**config.mk**
```make
export PLATFORM = sky130hd
export DESIGN_NAME = md_issue_ctrl
export DESIGN_NICKNAME = d
export VERILOG_FILES = /design/src/rtl/md_issue_ctrl.sv
export SDC_FILE = /design/constraint.sdc
export NUM_CORES = 1
export LEC_CHECK = 0
export ABC_CLOCK_PERIOD_IN_PS = 3000
export BUFFER_PORTS_ARGS = -buffer_cell sky130_fd_sc_hd__buf_2
export CAP_MARGIN = 20
export CORE_MARGIN = 4
export CORE_UTILIZATION = 35
export DETAILED_ROUTE_END_ITERATION = 6
export PLACE_DENSITY_LB_ADDON = 0.25
export SETUP_SLACK_MARGIN = 0.5
export SLEW_MARGIN = 20
export SYNTH_ARGS = -nofsm -noshare
export SYNTH_HDL_FRONTEND = slang
export SYNTH_SLANG_ARGS = --single-unit
```
**constraint.sdc**
```tcl
create_clock -name CLK -period 3 [get_ports CLK]
set_input_delay 0 -clock CLK [delete_from_list [all_inputs] [get_ports CLK]]
set_output_delay 0 -clock CLK [all_outputs]
set_load 0.005 [all_outputs]
```
**src/rtl/md_issue_ctrl.sv**
```systemverilog
`timescale 1ns/1ps
`default_nettype none
// ============================================================================
// Module   : md_issue_ctrl
// Purpose  : EX-stage issue controller for the multiply/divide unit.
//            Presents each MD op once, stalls on hazards and returns HI/LO reads.
// Revision : 1.0 - initial release
// ============================================================================
module md_issue_ctrl (
    input  logic        CLK,
    input  logic        Reset,
    input  logic [4:0]  EXMDOp,
    input  logic [31:0] EXOperandA,
    input  logic [31:0] EXOperandB,
    input  logic        MDBusy,
    input  logic [31:0] MDResult,
    output logic [31:0] MDOperand1,
    output logic [31:0] MDOperand2,
    output logic [4:0]  MDOperation,
    output logic        MDStall,
    output logic [31:0] MDReadData,
    output logic        MDReadValid
);

    localparam logic [1:0] c_IDLE  = 2'd0;
    localparam logic [1:0] c_ISSUE = 2'd1;
    localparam logic [1:0] c_WAIT  = 2'd2;
    localparam logic [1:0] c_DONE  = 2'd3;

    localparam logic [4:0] c_OP_ARITH_LO = 5'b00101;
    localparam logic [4:0] c_OP_ARITH_HI = 5'b01000;
    localparam logic [4:0] c_OP_MFHI     = 5'b01001;
    localparam logic [4:0] c_OP_MFLO     = 5'b01010;
    localparam logic [4:0] c_OP_MTHI     = 5'b01011;
    localparam logic [4:0] c_OP_MTLO     = 5'b01100;

    logic [1:0] r_state;
    logic [1:0] w_state_nxt;
    logic       w_ex_arith;
    logic       w_ex_write;
    logic       w_ex_read;
    logic       w_ex_mdop;
    logic       w_accept;
    logic       w_iss_arith;
    logic       w_iss_read;

    assign w_ex_arith  = (EXMDOp >= c_OP_ARITH_LO) && (EXMDOp <= c_OP_ARITH_HI);
    assign w_ex_write  = (EXMDOp == c_OP_MTHI) || (EXMDOp == c_OP_MTLO);
    assign w_ex_read   = (EXMDOp == c_OP_MFHI) || (EXMDOp == c_OP_MFLO);
    assign w_ex_mdop   = w_ex_arith || w_ex_write || w_ex_read;
    assign w_accept    = (r_state == c_IDLE) && w_ex_mdop && !MDBusy;

    assign w_iss_arith = (MDOperation >= c_OP_ARITH_LO) && (MDOperation <= c_OP_ARITH_HI);
    assign w_iss_read  = (MDOperation == c_OP_MFHI) || (MDOperation == c_OP_MFLO);

    assign MDReadValid = (r_state == c_DONE);

    always_comb begin
        w_state_nxt = r_state;
        case (r_state)
            c_IDLE:  if (w_accept) w_state_nxt = c_ISSUE;
            c_ISSUE: begin
                if (w_iss_arith)     w_state_nxt = c_WAIT;
                else if (w_iss_read) w_state_nxt = c_DONE;
                else                 w_state_nxt = c_IDLE;
            end
            c_WAIT:  if (!MDBusy) w_state_nxt = c_IDLE;
            default: w_state_nxt = c_IDLE;
        endcase
    end

    // DONE never stalls, so the read held in EX retires without being re-accepted.
    always_comb begin
        MDStall = 1'b0;
        case (r_state)
            c_IDLE:          MDStall = (w_ex_mdop && MDBusy) || (w_ex_read && w_accept);
            c_ISSUE, c_WAIT: MDStall = w_ex_mdop;
            default:         MDStall = 1'b0;
        endcase
    end

    always_ff @(posedge CLK) begin
        if (Reset) begin
            r_state     <= c_IDLE;
            MDOperation <= 5'd0;
            MDOperand1  <= 32'd0;
            MDOperand2  <= 32'd0;
            MDReadData  <= 32'd0;
        end else begin
            r_state     <= w_state_nxt;
            // Only the accept edge loads an op; every other edge clears it.
            MDOperation <= w_accept ? EXMDOp : 5'd0;
            if (w_accept) begin
                MDOperand1 <= EXOperandA;
                MDOperand2 <= EXOperandB;
            end
            if ((r_state == c_ISSUE) && w_iss_read) begin
                MDReadData <= MDResult;
            end
        end
    end

endmodule
`default_nettype wire
```
-- Word level (Yosys, flattened, before mapping)
Cells that the tools add are included.
- register bits after elaboration: 103
- bits of input ports: 104
- output and inout port bits: 103
- logic and storage cells: 45
- magnitude comparators: 4
- equality and inequality tests: 11
- multiplexer cells: 6
- bitwise logic cells: 1
- reductions and logical operators: 18
- operators with widths (operator ; number):
    $eq 5x4->1 const B ; 6
    $ge 5x3->1 const B ; 2
    $le 5x4->1 const B ; 2
    $mux 2 ; 4
    $logic_and 1x1->1 ; 7
    $logic_or 1x1->1 ; 6
    $pmux 2 s3 ; 1
    $eq 2x2->1 const B ; 2
    $ne 2x2->1 const B ; 2
    $reduce_or 2->1 ; 2
    $eq 2x1->1 const B ; 1
    $logic_not 2->1 ; 1
    $pmux 1 s2 ; 1
    $reduce_and 2->1 ; 1
    $logic_not 1->1 ; 1
    $not 1->1 ; 1

-- Logic depth before layout (Yosys ltp)
- depth in word-level cells: 9
- gate-level depth with buffers: 8
- mapped depth without buffers: 6

-- Worst setup path before layout
Ideal clock, no wire load.
- path kind: register to register
- start: reg r_state[1]
- end: reg MDReadData[10]
- setup time: 132 ps
- arrival: 1516 ps
- required time: 2868 ps
- path slack: 1352 ps
- cell stages (with the launch flop): 9
- path buffers: 2
- period minus slack after synthesis: 1648 ps
- path through: dfxtp_1 -> inv_1 -> ha_1 -> nand2b_1 -> or4b_1 -> buf_2 -> buf_2 -> nand2_1 -> a21oi_1
- cells in the longest elaborated chain, start to end: 2
- ends and longest elaborated chain (item ; RTL line ; text):
    start: declaration ; 37 ; logic [1:0] r_state;
    start signal: assignment ; 84 ; r_state <= c_IDLE;
    start signal: assignment ; 90 ; r_state <= w_state_nxt;
    $eq 2x1->1 ; 97 ; if ((r_state == c_ISSUE) && w_iss_read) begin
    $logic_and 1x1->1 ; 97 ;
    end signal: assignment ; 98 ; MDReadData <= MDResult;
    end: declaration ; 21 ; output logic [31:0] MDReadData,
Every way passes these cells.
A chain may end at the register's enable or synchronous reset.

-- Worst setup path after layout
- start: reg r_state[1]
- end: reg MDReadData[18]
The elaborated chain is that of the path after synthesis.

==> results.toml <==
[critical_path]
cp_max_fo = 33
critPathKind = "register to register"
cp.arrival_ns = 2.35
rrSetupSlack_ns = 0.85
endpoint_kind = "register"
rr_endpoint = "MDReadData[18]"
r2r_start = "r_state[1]"
reg2reg_depth = 6
cp-start-kind = "register"
cp.required_ns = 3.19

[die]
ios = 207
initial_core_util_pct = 36.0
die_y_um = 120
dieArea_um2 = 14300
fp.coreArea_um2 = 12100
rows = 40
die_x_um = 120

[placement]
dp_cells = 809
hpwl_mm = 7.86
gp_congestion = 0.791
port_buffers = 206

[power_and_ir_drop]
peakVddDrop_mv = 0.212
p_per_area_nw_per_um2 = 443
finalPower_mw = 3.02
p_leak_nw = 2.99

[global_route]
met1_usage_pct = 20.7
grt_max_degree = 84
grt.busiest_layer = "met2"
met3_usage_pct = 5.09
gr-usage-met2_pct = 29.5
grt_pass1_wl_mm = 20.3
gr-total-overflow = 0
grtUsageTotal_pct = 17.3
grt_pass1_vias = 4229
antenna_found_initial = 0

[timing]
setup_tns_ns = 0
worstMarginPinSlew_ns = 0.694
finalCritPeriodShare_pct = 71.7
hold_viol_final = 0
min_period_ns = 2.15
rsz0062_at_grt = "no"
setup_violations = 0
skew_ns = 0.00566
max_freq_mhz = 465
fin_hold_ws_ns = 0.151
slew_headroom_pct = 53.7
finalMaxSlewViolations = 0

[worst_hold_path]
hold_start = "MDBusy"
min_path_type = "primary input to register"
min_to = "r_state[0]"
min_path_cells = 3

[cells_and_area]
diodes = 0
instances_no_fill = 925
drive_gt1_share_pct = 30.5
fill_cells = 1041
syn_to_final_growth_pct = 56.0
nets = 860
utilization_pct = 56.2

[drt]
wl_per_cell_um = 13.5
drc = 0
vias = 4132
wl_mm = 12.5
dr.pass1.iters = 4
postRouteAntennaNets = 0
viasPerCell = 4.47
drt_iter0_markers = 144

[clock_tree]
clkTransAtPathRegs_ns = 0.06
clock_path_buffers = 2
cts-root-buf = "clkbuf_16"
cts_buffers = 9
cts_hold_buffers = 100
cts-resized-gates = 0
postCtsSetupRepairBufs = 0
clkLatencyLatePin_ns = 0.34
cts_num_sinks = 103
cts_max_level = 3
cts_tree = "built"

[synth]
synth-seq-cells = 103
syn-cell-area_um2 = 4360
async_flop_share_pct = 0
synthTopCellsByArea = "dfxtp_1 47%, nand2b_1 19%, mux2i_1 15%"
ys_seq_area_share_pct = 47.3
synth_top_area_cell = "dfxtp_1"
ys_types = 28
ys_top_cells_by_count = "129 x nand2b_1, 103 x dfxtp_1, 65 x mux2i_1"
synth_edf_count = 0
yosysTopAreaCellShare_pct = 47.3
yosysWarnings = 0
synth_area_per_cell_um2 = 9.42
synth.net_count = 571
syn_inst = 463
yosysMostFrequentCell = "nand2b_1"
synth-main-ff-cell = "dfxtp_1"

[run_status]
outcome = "completed"

[job]
cap_violations = 0
[worst max path at each step]
stage,from,slack (ns),cells after the start,end
5_1_grt,r_state[1],0.71,6,MDReadData[18]
3_3_place_gp,r_state[1],0.89,6,MDReadData[24]
3_5_place_dp,r_state[1],0.81,6,MDReadData[30]
6_report,r_state[1],0.85,6,MDReadData[18]
2_1_floorplan,r_state[1],1.35,8,MDReadData[10]
4_1_cts,r_state[1],0.80,6,MDReadData[28]
[where the power goes]
part | leakage (nW) | switching, mW | internal, mW | total [mW]
Clock | 0.146 | 0.492 | 0.666 | 1.16
Combinational | 2.01 | 0.168 | 0.256 | 0.424
Sequential | 0.834 | 0.0239 | 1.41 | 1.43
Total | 2.99 | 0.684 | 2.33 | 3.02
[layout make-up]
cell class                 instances  area (um2)  share of cell area [%]
multi-input combinational        325        2140                    31.5
timing repair buffer             310        2090                    30.7
sequential                       103        2060                    30.3
clock buffer                      12         246                    3.62
tap                              168         210                    3.09
clock inverter                     4        45.0                   0.662
inverter                           3        11.3                   0.165
[critical path, stage by stage, from the launching register on]
cell	delay, ns
dfxtp_1	0.34
inv_1	0.10
ha_1	0.15
nand2b_1	0.11
or4b_2	1.01
nand2_1	0.20
a21oi_1	0.09
[registers in the layout, summed over array words and instances (netlist names)]
register / flops
MDOperand2: 32
MDOperand1: 32
MDOperation: 5
MDReadData: 32
r_state: 2
[stage by stage]
| step | setup WS (ns) | instance area, um2 |
|---|---|---|
| floorplan | 1.35 | 4360 |
| global placement | 0.890 | 5510 |
| detailed placement | 0.815 | 5510 |
| CTS | 0.805 | 6810 |
| global route | 0.713 | 6810 |
| finish | 0.848 | 6810 |
[layout by cell type, fill, tap and decap left out, types with 3 or more instances in the layout]
master	instances
buf_2	205
nand2b_1	129
dfxtp_1	103
dlygate4sd3_1	100
mux2i_1	65
nand2_1	64
a21oi_1	36
clkbuf_16	9
nor2_1	4
ha_1	4
inv_1	3
xnor2_1	3
and3_1	3
clkinv_2	3
buf_4	3
[metal layers]
metal  routed length [um]  up-vias  share of wire (%)
met3                  981       18                7.8
met4                  247        0                2.0
met5                    0        -                  0
met2                 6070      168                 49
li1                     -     2069                  -
met1                 5200     1877                 42
[logic make-up (layout without fill, tap and decap cells)]
family          count (synthesis)  count (layout)  synth area share, %
mux                            66              66                 15.2
other cells                     1               1               0.0860
simple gates                  210             210                 26.6
fa+ha+maj                       4               4                 1.15
compound gates                 40              40                 4.99
flops                         103             103                 47.3
xor+xnor                        4               4                0.803
buf+inv                        35             329                 3.96
Note: power is estimated with default switching activity, not from simulation.
